==> src/rtl/ws281x_code.sv <==
// ws281x_code: WS281x bit-waveform encoder.
//
// Turns each accepted bit into one symbol on the LED line. The line is high
// for the latched high time, then low until tim_sum_in cycles have elapsed.
// The block also produces the low latch/reset period between frames.
//
// state | meaning
// ------+--------------------------------------------------------------
// IDLE  | line low, waiting for bit_rdy_in or rst_req_in
// BIT   | sending one symbol; cnt_q is the cycle index j within the bit
// RST   | line held low; rcnt_q counts down to the last latch cycle
//
// Ports:
//   clk_in, rst_n_in           clock, async active-low reset
//   bit_rdy_in, bit_data_in    new-bit strobe and its value
//   t0h_cnt_in, t1h_cnt_in     high time for 0 / 1 bits (clk cycles)
//   tim_sum_in                 bit period; held stable for the whole bit
//   rst_req_in, rst_cnt_in     latch-period strobe and length
//   bit_code_out               registered serial line
//   bit_done_out, rst_done_out high in the last cycle of a bit / latch period
//   busy_out                   state != IDLE
//   proto_err_out              sticky protocol error (WS281X_CODE_ERR_EN only)
//
// Build option: define WS281X_CODE_ERR_EN to enable proto_err_out; without it
// the output is tied low.

module ws281x_code #(
  parameter int RST_W = 16
) (
  input  logic             clk_in,
  input  logic             rst_n_in,
  input  logic             bit_rdy_in,
  input  logic             bit_data_in,
  input  logic [7:0]       t0h_cnt_in,
  input  logic [7:0]       t1h_cnt_in,
  input  logic [7:0]       tim_sum_in,
  input  logic             rst_req_in,
  input  logic [RST_W-1:0] rst_cnt_in,
  output logic             bit_code_out,
  output logic             bit_done_out,
  output logic             rst_done_out,
  output logic             busy_out,
  output logic             proto_err_out
);

  typedef enum logic [1:0] {IDLE, BIT, RST} state_e;

  state_e           state_q, state_d;
  logic [7:0]       cnt_q, cnt_d;
  logic [7:0]       th_q, th_d;
  logic [RST_W-1:0] rcnt_q, rcnt_d;
  logic             code_q, code_d;

  logic [8:0] period;
  logic [8:0] cnt_next9;
  logic [7:0] th_new;
  logic       bit_done, rst_done, accept;

  // A zero period is treated as a one-cycle bit.
  assign period    = (tim_sum_in == 8'd0) ? 9'd1 : {1'b0, tim_sum_in};
  assign cnt_next9 = {1'b0, cnt_q} + 9'd1;
  // >= rather than == so a period shortened mid-bit cannot strand the counter.
  assign bit_done  = (state_q == BIT) && (cnt_next9 >= period);
  assign rst_done  = (state_q == RST) && (rcnt_q == '0);
  assign accept    = (state_q == IDLE) || bit_done || rst_done;
  assign th_new    = bit_data_in ? t1h_cnt_in : t0h_cnt_in;

  always_comb begin
    state_d = state_q;
    cnt_d   = cnt_q;
    th_d    = th_q;
    rcnt_d  = rcnt_q;
    code_d  = 1'b0;
    if (accept) begin
      if (bit_rdy_in) begin
        state_d = BIT;
        th_d    = th_new;
        cnt_d   = 8'd0;
        code_d  = (th_new != 8'd0);
      end else if (rst_req_in) begin
        state_d = RST;
        // Down-counter loaded with R-1 so terminal count marks the last cycle.
        rcnt_d  = (rst_cnt_in == '0) ? '0 : rst_cnt_in - RST_W'(1);
      end else begin
        state_d = IDLE;
      end
    end else if (state_q == BIT) begin
      cnt_d  = cnt_q + 8'd1;
      code_d = (cnt_next9 < {1'b0, th_q});
    end else if (state_q == RST) begin
      rcnt_d = rcnt_q - RST_W'(1);
    end
  end

  always_ff @(posedge clk_in or negedge rst_n_in) begin
    if (!rst_n_in) begin
      state_q <= IDLE;
      cnt_q   <= 8'd0;
      th_q    <= 8'd0;
      rcnt_q  <= '0;
      code_q  <= 1'b0;
    end else begin
      state_q <= state_d;
      cnt_q   <= cnt_d;
      th_q    <= th_d;
      rcnt_q  <= rcnt_d;
      code_q  <= code_d;
    end
  end

`ifdef WS281X_CODE_ERR_EN
  logic err_q, err_d;

  // Busy-cycle requests and a rst_req_in dropped in favour of a bit are errors.
  always_comb begin
    err_d = err_q
          | ((bit_rdy_in | rst_req_in) & ~accept)
          | (accept & bit_rdy_in & rst_req_in);
  end

  always_ff @(posedge clk_in or negedge rst_n_in) begin
    if (!rst_n_in) err_q <= 1'b0;
    else           err_q <= err_d;
  end

  assign proto_err_out = err_q;
`else
  assign proto_err_out = 1'b0;
`endif

  assign bit_code_out = code_q;
  assign bit_done_out = bit_done;
  assign rst_done_out = rst_done;
  assign busy_out     = (state_q != IDLE);

endmodule

==> config.mk <==
export PLATFORM = sky130hd
export DESIGN_NAME = ws281x_code
export DESIGN_NICKNAME = d
export VERILOG_FILES = /design/src/rtl/ws281x_code.sv
export SDC_FILE = /design/constraint.sdc
export NUM_CORES = 1
export LEC_CHECK = 0
export ABC_AREA = 1
export BUFFER_PORTS_ARGS = -buffer_cell sky130_fd_sc_hd__buf_4
export CORE_UTILIZATION = 57
export DETAILED_ROUTE_END_ITERATION = 8
export GPL_TIMING_DRIVEN = 0
export PLACE_DENSITY = 0.81
export SLEW_MARGIN = 0
export SYNTH_ARGS = -nofsm -noshare
export SYNTH_HDL_FRONTEND = slang
export SYNTH_SLANG_ARGS = --single-unit
==> constraint.sdc <==
create_clock -name clk_in -period 3.5 [get_ports clk_in]
set_input_delay 0.35 -clock clk_in [delete_from_list [all_inputs] [get_ports clk_in]]
set_output_delay 0.35 -clock clk_in [all_outputs]
set_load 0.05 [all_outputs]
==> impl_metrics.toml <==
[power_and_ir_drop]
p_leak_nw = 1.98
max_vdd_drop_uv = 343
finalPower_mw = 2.26
power.density_nw_per_um2 = 642

[drt]
detail_route.vias_per_cell = 5.23
drt-wirelength-per-cell_um = 12.7
route.detailed.drc = 0
postRouteAntennaNets = 0
route.final.wire_length_um = 7220
initialDrtViolationCount = 155
drt_pre_antenna_iters = 4
vias = 2970

[place]
dp_cells = 561
finalWeightedCongestion = 0.896
io_buffers = 47
dpl.hpwl_um = 5670
placed_cell_area_um2 = 3430

[global_route]
grt_max_degree = 36
grt_pass1_vias = 2758
globalRouteTotalUtil_pct = 28.6
initial_antenna_violation_count = 0
total_congestion_overflow_after_global_routing = 0
global_route_wire_length_before_repair_um = 12100

[yosys]
synth_commonest_cells = "sky130_fd_sc_hd__nand2_1, sky130_fd_sc_hd__inv_1, sky130_fd_sc_hd__nor2_1, sky130_fd_sc_hd__dfrtp_1, sky130_fd_sc_hd__nand3_1"
synth_top_area_cell = "sky130_fd_sc_hd__dfrtp_1"
ys.flop_type = "sky130_fd_sc_hd__dfrtp_1"
synth_cells = 447
synth_seq_cells = 35
synth_sequential_area_ratio_pct = 29.3
post-synth-top-area-fraction_pct = 29.3
postSynthAreaPerCell_um2 = 6.69
area_contributors_post_synth = "sky130_fd_sc_hd__dfrtp_1, sky130_fd_sc_hd__nand2_1, sky130_fd_sc_hd__ha_1"
yosys_warning_count = 0
synth_edf_count = 0
mappedNetlistArea_um2 = 2990
synth_most_common_cell = "sky130_fd_sc_hd__nand2_1"
synth-async-reset-ratio_pct = 100
synth.lib_cells_used.distinct = 34
synth_nets = 510

[sta]
timing.final.crit_period_ns = 3.26
post-route-period-util_pct = 93.0
tns_ns = 0
number_of_max_slew_violations_in_the_final_report = 0
skew_ns = 0.00727
worst_pin_slew_ns = 0.757
slew-limit-headroom_pct = 49.0
max_freq_mhz = 307
worst_hold_slack_ns = -0.00274
setup_viol = 0
finalHoldViolCount = 3

[cells_and_area]
fillers = 414
fin_nets = 563
areaGrowthSynthToFinish_pct = 18.0
postLayoutCoreUtil_pct = 72.3
antenna_cells = 0
post-route-cell-area_um2 = 3530
drive_gt1_share_pct = 14.2
final-instance-count-excl-fill = 568

[floorplanning]
floorplan.io_pins = 50
chipWidth_um = 74.4
initial_standard_cell_utilization_of_the_core_pct = 61.3
die_height_um = 74.4
core.rowCount = 25
die-area_um2 = 5540
design.core.area_um2 = 4880

[worst_setup_path]
critical_path_arrival_ns = 2.91
critical_path.endpoint_type = "output port"
worstSetupStartpointType = "flop"
worstSetupPathType = "flop to output port"
cp.buffers_inverters = 3
timing.critical_path.cells = "ha_1, nand3_1, nor3_2, xor2_1, ha_1, nand2_1, inv_1, nand2_1, nand2_1, nand2_1, nand2_1, nand2_4, inv_1, buf_4"
required_ns = 3.15
crit_path_max_fanout = 19
timing.critical_path.mode_cell = "sky130_fd_sc_hd__nand2_1"
critical_path.max_stage_delay_ns = 0.44
critical-path-slowest-cell = "sky130_fd_sc_hd__dfrtp_1"
cp_top_family = "simple AND/OR/NAND/NOR gates"

[hold_path]
worstHoldPathType = "input port to asynchronous set/reset pin"

[job]
timing.max_cap.violations = 0

[run_status]
outcome = "complete, but fails checks"
failing_checks = "negative hold slack"

[clock_network]
cts.path.max_buffers = 2
tritoncts = "yes"
worst_setup_hold_path_clk_slew_ns = 0.07
clk_latency_ns = 0.29
clock_sinks = 35
cts-root-buf = "sky130_fd_sc_hd__clkbuf_8"
tritoncts_buffer_count = 5
cts_post_setup_buffers_inserted = 0
cts_htree_levels = 2
## sequential cells by signal, summed over array words and instances (netlist names)
name,count
bit_code_out,1
cnt_q,8
rcnt_q,16
state_q,2
th_q,8
## cell usage in the layout, fill, tap and decap left out, types with 5 or more instances in the layout
master / instances
sky130_fd_sc_hd__a21oi_1: 9
sky130_fd_sc_hd__buf_4: 49
sky130_fd_sc_hd__clkbuf_8: 7
sky130_fd_sc_hd__dfrtp_1: 35
sky130_fd_sc_hd__ha_1: 18
sky130_fd_sc_hd__inv_1: 59
sky130_fd_sc_hd__mux2i_1: 6
sky130_fd_sc_hd__nand2_1: 149
sky130_fd_sc_hd__nand3_1: 27
sky130_fd_sc_hd__nand4_1: 8
sky130_fd_sc_hd__nor2_1: 48
sky130_fd_sc_hd__nor3_1: 5
sky130_fd_sc_hd__o21ai_0: 17
sky130_fd_sc_hd__xnor2_1: 6
sky130_fd_sc_hd__xor2_1: 21
## worst paths after layout
check                                   start      endpoint  slack [ns]  cells after the start
worst max register to register       cnt_q[0]     rcnt_q[9]        0.27                     17
worst min-delay path                 rst_n_in     rcnt_q[1]      -0.003                      1
worst min register to register        th_q[1]       th_q[1]        0.49                      2
worst max-delay path                 cnt_q[0]  bit_done_out        0.24                     14
min in group clk_in             t0h_cnt_in[0]       th_q[0]        0.38                      3
max in group asynchronous            rst_n_in    rcnt_q[10]        3.17                      1
## through the flow
stage | worst slack [ns] | hold slack [ns]
4_1_cts | 0.207 | 0.0127
5_1_grt | -0.0153 | 0.0342
2_1_floorplan | 0.784 | 0.0544
3_3_place_gp | 0.305 | 0.319
3_5_place_dp | 0.251 | 0.327
6_report | 0.244 | -0.00274
## worst reg2reg max path: cells and delay by family, from the launching register on
family | cells | cell delay, ns
compound gates | 1 | 0.31
fa+ha+maj | 2 | 0.55
xor+xnor | 1 | 0.38
buf+inv | 2 | 0.32
simple gates | 11 | 1.16
flops | 1 | 0.44
## logic make-up after synthesis
| group | share of synthesized area, % |
|---|---|
| other | 0.125 |
| XOR/XNOR | 7.91 |
| multiplexers | 2.01 |
| buffers and inverters | 10.2 |
| AND/OR/NAND/NOR | 35.9 |
| adder cells (fa/ha/maj) | 7.53 |
| flip-flops | 29.3 |
| AO/OA/AOI/OAI | 7.03 |
## final cells by class
type	count	area [um^2]	area share, %
Multi-Input combinational cell	341	1810	51.4
Sequential cell	35	876	24.8
Timing Repair Buffer	47	353	10.0
Inverter	60	225	6.38
Clock buffer	8	100	2.84
Tap cell	67	83.8	2.38
Buffer	10	76.3	2.16
## power breakdown
| part | switching [mW] | total, mW | internal [mW] |
|---|---|---|---|
| Combinational | 0.726 | 1.21 | 0.489 |
| Sequential | 0.156 | 0.724 | 0.569 |
| Clock | 0.145 | 0.325 | 0.180 |
## repair_timing
item                       in CTS  in global routing
hold buffers                    0                  0
setup endpoints to repair       1                 11
resized for setup               0                  1
pin swaps                       0                  0
## per-layer routing
| metal | vias up | wire length, um | global-route usage [%] |
|---|---|---|---|
| li1 | 1518 | - | - |
| met1 | 1358 | 3410 | 39.3 |
| met2 | 77 | 3360 | 46.4 |
| met3 | 17 | 313 | 4.20 |
| met4 | 0 | 140 | 8.81 |
| met5 | - | 0 | 0 |
Note: power is estimated with default switching activity, not from simulation.
